## config.mk

```make
export PLATFORM = sky130hd
export DESIGN_NAME = riscv_lsu
export DESIGN_NICKNAME = d
export VERILOG_FILES = /design/src/rtl/riscv_lsu.sv
export SDC_FILE = /design/constraint.sdc
export NUM_CORES = 1
export LEC_CHECK = 0
export ABC_AREA = 1
export CORE_MARGIN = 2
export CORE_UTILIZATION = 50
export CTS_BUF_LIST = sky130_fd_sc_hd__clkbuf_4
export DETAILED_ROUTE_END_ITERATION = 7
export PLACE_DENSITY = 0.89
export SKIP_CTS_REPAIR_TIMING = 1
export SYNTH_ARGS = -nofsm -noshare
export SYNTH_HDL_FRONTEND = slang
export SYNTH_SLANG_ARGS = --single-unit
```

## constraint.sdc

```tcl
create_clock -name clk_i -period 2.85 [get_ports clk_i]
set_input_delay 0.4275 -clock clk_i [delete_from_list [all_inputs] [get_ports clk_i]]
set_output_delay 0.4275 -clock clk_i [all_outputs]
set_load 0.02 [all_outputs]
```

## src/rtl/riscv_lsu.sv

```systemverilog
// Load/store unit between a single-cycle RISC-V core and a word-wide data memory.
// Converts sized byte-address requests into aligned word transactions and extends load data.
module riscv_lsu #(
  parameter int unsigned TIMEOUT_CYCLES = 255
) (
  input  logic        clk_i,
  input  logic        rst_i,
  input  logic        core_req_i,
  input  logic        core_we_i,
  input  logic [2:0]  core_size_i,
  input  logic [31:0] core_addr_i,
  input  logic [31:0] core_wd_i,
  output logic [31:0] core_rd_o,
  output logic        core_stall_o,
  output logic        misaligned_o,
  output logic        bus_err_o,
  output logic        mem_req_o,
  output logic        mem_we_o,
  output logic [3:0]  mem_be_o,
  output logic [31:0] mem_addr_o,
  output logic [31:0] mem_wd_o,
  input  logic [31:0] mem_rd_i,
  input  logic        mem_ready_i
);

  localparam int unsigned CNT_W = 8;

  localparam logic [1:0] IDLE = 2'd0;
  localparam logic [1:0] BUSY = 2'd1;
  localparam logic [1:0] DONE = 2'd2;

  localparam logic [2:0] SZ_B  = 3'b000;
  localparam logic [2:0] SZ_H  = 3'b001;
  localparam logic [2:0] SZ_W  = 3'b010;
  localparam logic [2:0] SZ_BU = 3'b100;
  localparam logic [2:0] SZ_HU = 3'b101;

  logic [1:0]       state_q, state_d;
  logic [CNT_W-1:0] cnt_q;
  logic [31:0]      data_q;
  logic [2:0]       size_q;
  logic [1:0]       off_q;
  logic             req_c, legal_c, start_c, timeout_c;
  logic [3:0]       be_c;
  logic [31:0]      wd_c;
  logic [7:0]       byte_c;
  logic [15:0]      half_c;

  // Reset also masks the request so stall/misaligned collapse immediately.
  assign req_c = core_req_i & rst_i;

  // Legality, byte enables and lane replication for the incoming request.
  always_comb begin
    legal_c = 1'b0;
    be_c    = 4'b0000;
    wd_c    = core_wd_i;
    case (core_size_i)
      SZ_B, SZ_BU: begin
        legal_c = !(core_we_i && (core_size_i == SZ_BU));
        be_c    = 4'b0001 << core_addr_i[1:0];
        wd_c    = {4{core_wd_i[7:0]}};
      end
      SZ_H, SZ_HU: begin
        legal_c = !core_addr_i[0] && !(core_we_i && (core_size_i == SZ_HU));
        be_c    = 4'b0011 << core_addr_i[1:0];
        wd_c    = {2{core_wd_i[15:0]}};
      end
      SZ_W: begin
        legal_c = (core_addr_i[1:0] == 2'b00);
        be_c    = 4'b1111;
      end
      default: ;
    endcase
  end

  assign start_c   = (state_q == IDLE) && req_c && legal_c;
  assign timeout_c = (state_q == BUSY) && !mem_ready_i &&
                     (cnt_q == CNT_W'(TIMEOUT_CYCLES - 1));

  always_ff @(posedge clk_i or negedge rst_i) begin
    if (!rst_i) state_q <= IDLE;
    else        state_q <= state_d;
  end

  // Next state plus the combinational core handshake.
  always_comb begin
    state_d      = state_q;
    core_stall_o = 1'b0;
    misaligned_o = 1'b0;
    case (state_q)
      IDLE: begin
        if (req_c) begin
          if (legal_c) begin
            state_d      = BUSY;
            core_stall_o = 1'b1;
          end else begin
            misaligned_o = 1'b1;
          end
        end
      end
      BUSY: begin
        core_stall_o = 1'b1;
        if (mem_ready_i || timeout_c) state_d = DONE;
      end
      DONE:    state_d = IDLE;
      default: state_d = IDLE;
    endcase
  end

  // Latched request, memory-side outputs, wait counter and captured read word.
  always_ff @(posedge clk_i or negedge rst_i) begin
    if (!rst_i) begin
      mem_req_o  <= 1'b0;
      mem_we_o   <= 1'b0;
      mem_be_o   <= 4'b0000;
      mem_addr_o <= 32'h0;
      mem_wd_o   <= 32'h0;
      bus_err_o  <= 1'b0;
      size_q     <= 3'b000;
      off_q      <= 2'b00;
      cnt_q      <= '0;
      data_q     <= 32'h0;
    end else begin
      mem_req_o <= (state_d == BUSY);
      bus_err_o <= timeout_c;
      if (start_c) begin
        mem_we_o   <= core_we_i;
        mem_be_o   <= be_c;
        mem_addr_o <= {core_addr_i[31:2], 2'b00};
        mem_wd_o   <= wd_c;
        size_q     <= core_size_i;
        off_q      <= core_addr_i[1:0];
        cnt_q      <= '0;
      end else if (state_q == BUSY) begin
        if (mem_ready_i)    data_q <= mem_rd_i;
        else if (timeout_c) data_q <= 32'h0;
        else                cnt_q  <= cnt_q + CNT_W'(1);
      end
    end
  end

  assign byte_c = 8'(data_q >> {off_q, 3'b000});
  assign half_c = off_q[1] ? data_q[31:16] : data_q[15:0];

  // Lane extraction and extension; only presented during DONE.
  always_comb begin
    core_rd_o = 32'h0;
    if (state_q == DONE) begin
      case (size_q)
        SZ_B:    core_rd_o = {{24{byte_c[7]}}, byte_c};
        SZ_BU:   core_rd_o = {24'h0, byte_c};
        SZ_H:    core_rd_o = {{16{half_c[15]}}, half_c};
        SZ_HU:   core_rd_o = {16'h0, half_c};
        default: core_rd_o = data_q;
      endcase
    end
  end

endmodule

```

==> flow_summary_export.csv <==
group,metric,value,unit
sta,tightest_slew,0.885,ns
layout,antennaDiodeCount,0,
clocking,cts.sinks,116,
synthesis,synth_top_area_frac,0.509,
sta,setup_viol,0,
synthesis,avgSynthCellArea,7.51,um2
die,die_w,111,um
power,ir_worst_vdd,0.434,mV
sta,hold_viol_final,0,
sta,maxSlewViolCount,0,
synthesis,syn_inst,759,
synthesis,yosysMostFrequentCell,"nand2_1",
clocking,cts_buffers,17,
placed_design,dp_hpwl,12.6,mm
synthesis,synthFlopType,"dfrtp_1",
clocking,cts_tree,"built",
route,drt-pass1-iter-count,5,
synthesis,synth-seq-cells,116,
layout,area_growth_syn_to_layout,42.6,%
die,io_pins,209,
critical_path,arrival,2.28,ns
synthesis,ys_warn_count,0,
route,routed_via_density,5.36,
global_routing,first_global_vias,5678,
power,power_leakage,4.34,nW
route,drcViolationCount,0,
global_routing,grt_max_degree,73,
critical_path,worstPathMaxFanout,16,
layout,num-nets-final,1067,
critical_path,rr_startpoint,"state_q[0]$_DFF_PN0_",
clocking,clk_path_buf_depth,2,
route,drt-total-wl,17.6,mm
sta,fin_skew,0.0190,ns
sta,slew_headroom,0.410,
global_routing,grt_pass1_wl,28.2,mm
critical_path,cp_data_required_time,2.42,ns
synthesis,netlist_top_cells_area,"dfrtp_1 51%, nand2_1 22%, nand3_1 5.4%",
route,via_count,5968,
synthesis,synth_top_area_cell,"dfrtp_1",
placed_design,gp_congestion,0.898,
sta,period_needed,2.71,ns
synthesis,netlist_area,5700,um2
power,p_per_area,710,nW/um2
die,rows,38,
route,route.antenna.remaining_nets,0,
placed_design,pre_cts_ws,0.169,ns
synthesis,synthArstFlopShare,1.00,
sta,finalWorstSetupSlack,0.144,ns
sta,whs,0.0553,ns
route,routedWlPerCell,15.8,um
synthesis,synth.yosys.seq_area_share,0.509,
worst_hold_path,hp-class,"in2async",
sta,rsz0062_at_grt,"true",
status,outcome,"finished, final reports clean",
die,start_util,0.519,
route,drtIter0Drc,636,
sta,min_period_over_period,0.950,
critical_path,critPathLaunch,"off_q[1]$_DFFE_PN0P_",
sta,max_freq,370,MHz
layout,drive_gt1_frac,0.0832,
clocking,clk_pin_slew,0.11,ns
layout,stdcell_count,1114,
layout,final_util,0.740,
clocking,clk_latency,0.51,ns
critical_path,endpoint_kind,"output port",
global_routing,antenna_found_initial,0,
synthesis,yosys-top-cells-count,"338 x nand2_1, 116 x dfrtp_1, 67 x nor2_1",
flow_run,cap_violations,0,
global_routing,grt.total_usage,0.285,
die,core_region_area,11000,um2
critical_path,path_class,"reg2out",
clocking,cts_max_level,4,
synthesis,synth_edf_count,0,
die,dieArea,12300,um2
die,fp.dieH,111,um
global_routing,overflow,0,
layout,fillers,805,
critical_path,cp-start-kind,"flip-flop",
placed_design,dp.cells,1079,
clocking,cts-root-buf,"clkbuf_4",
synthesis,synth.distinct_cells,31,
placed_design,portBuffers,206,
-- routing by layer --
metal,track usage,share of wire,up-vias
li1,-,-,2803
met5,0,0,-
met3,0.101,0.10,55
met1,0.346,0.39,2753
met2,0.465,0.47,357
met4,0.116,0.037,0
-- cell usage in the layout, fill, tap and decap left out, types with 14 or more instances in the layout --
| cell | instances |
|---|---|
| clkbuf_2 | 14 |
| o21ai_0 | 47 |
| dfrtp_1 | 115 |
| nand3_1 | 61 |
| nand2_1 | 338 |
| dlymetal6s2s_1 | 17 |
| a21oi_1 | 26 |
| inv_1 | 21 |
| clkbuf_4 | 17 |
| buf_4 | 19 |
| nor2_1 | 66 |
| clkdlybuf4s50_1 | 174 |
-- through the flow --
step | setup TNS [ns] | cell area (um2) | power [mW]
global placement | 0 | 7830 | 4.49
CTS | -5.76 | 8120 | 5.77
detailed placement | 0 | 7830 | 4.55
global route | -0.0311 | 8130 | 6.13
floorplan | 0 | 5700 | 3.50
finish | 0 | 8130 | 5.77
-- logic make-up (layout without fill, tap and decap cells) --
logic type               Yosys count  in the layout  share of synthesized area
adder cells (fa/ha/maj)            2              2                    0.00439
AO/OA/AOI/OAI                     85             85                     0.0817
AND/OR/NAND/NOR                  480            480                      0.338
buffers and inverters             71            285                     0.0595
other                              1              2                   0.000658
XOR/XNOR                           4              4                    0.00615
flip-flops                       116            116                      0.509
-- registers in the layout, summed over array words and instances (netlist names) --
| signal | cells |
|---|---|
| mem_be_o | 4 |
| mem_req_o | 1 |
| cnt_q | 8 |
| off_q | 2 |
| state_q | 2 |
| mem_addr_o | 30 |
| bus_err_o | 1 |
| mem_wd_o | 32 |
| mem_we_o | 1 |
| size_q | 3 |
| data_q | 32 |
-- layout make-up --
cell class                 instances  area (um2)  area share
clock buffer                      17         128      0.0157
timing repair buffer             225        2180       0.268
multi-input combinational        573        2480       0.305
tap                              140         175      0.0215
inverter                          28         106      0.0131
clock inverter                    15         156      0.0192
sequential                       116        2900       0.357
-- worst max-delay path, cell delays in order, from the launching register on --
cell	delay, ns
dfrtp_2	0.47
clkinv_1	0.07
buf_4	0.22
nor2_1	0.06
o21ai_0	0.15
o211ai_1	0.11
nor2_1	0.09
clkdlybuf4s50_1	0.60
-- path summary, 6_finish.rpt --
| path | end | slack, ns | cells after the start |
|---|---|---|---|
| worst min-delay path | data_q[30]$_DFFE_PN0P_ | 0.06 | 2 |
| worst min register to register | mem_addr_o[22]$_DFFE_PN0P_ | 0.49 | 2 |
| worst max-delay path | core_rd_o[4] | 0.14 | 7 |
| min in group clk_i | mem_addr_o[9]$_DFFE_PN0P_ | 0.43 | 3 |
| worst max register to register | mem_be_o[2]$_DFFE_PN0P_ | 0.82 | 7 |
| max in group asynchronous | off_q[1]$_DFFE_PN0P_ | 1.41 | 3 |
-- where the power goes --
group,internal (mW),switching [mW]
Combinational,0.941,1.18
Sequential,2.08,0.371
Clock,0.525,0.672
Total,3.55,2.23
Power figures use the tool's default switching activity.
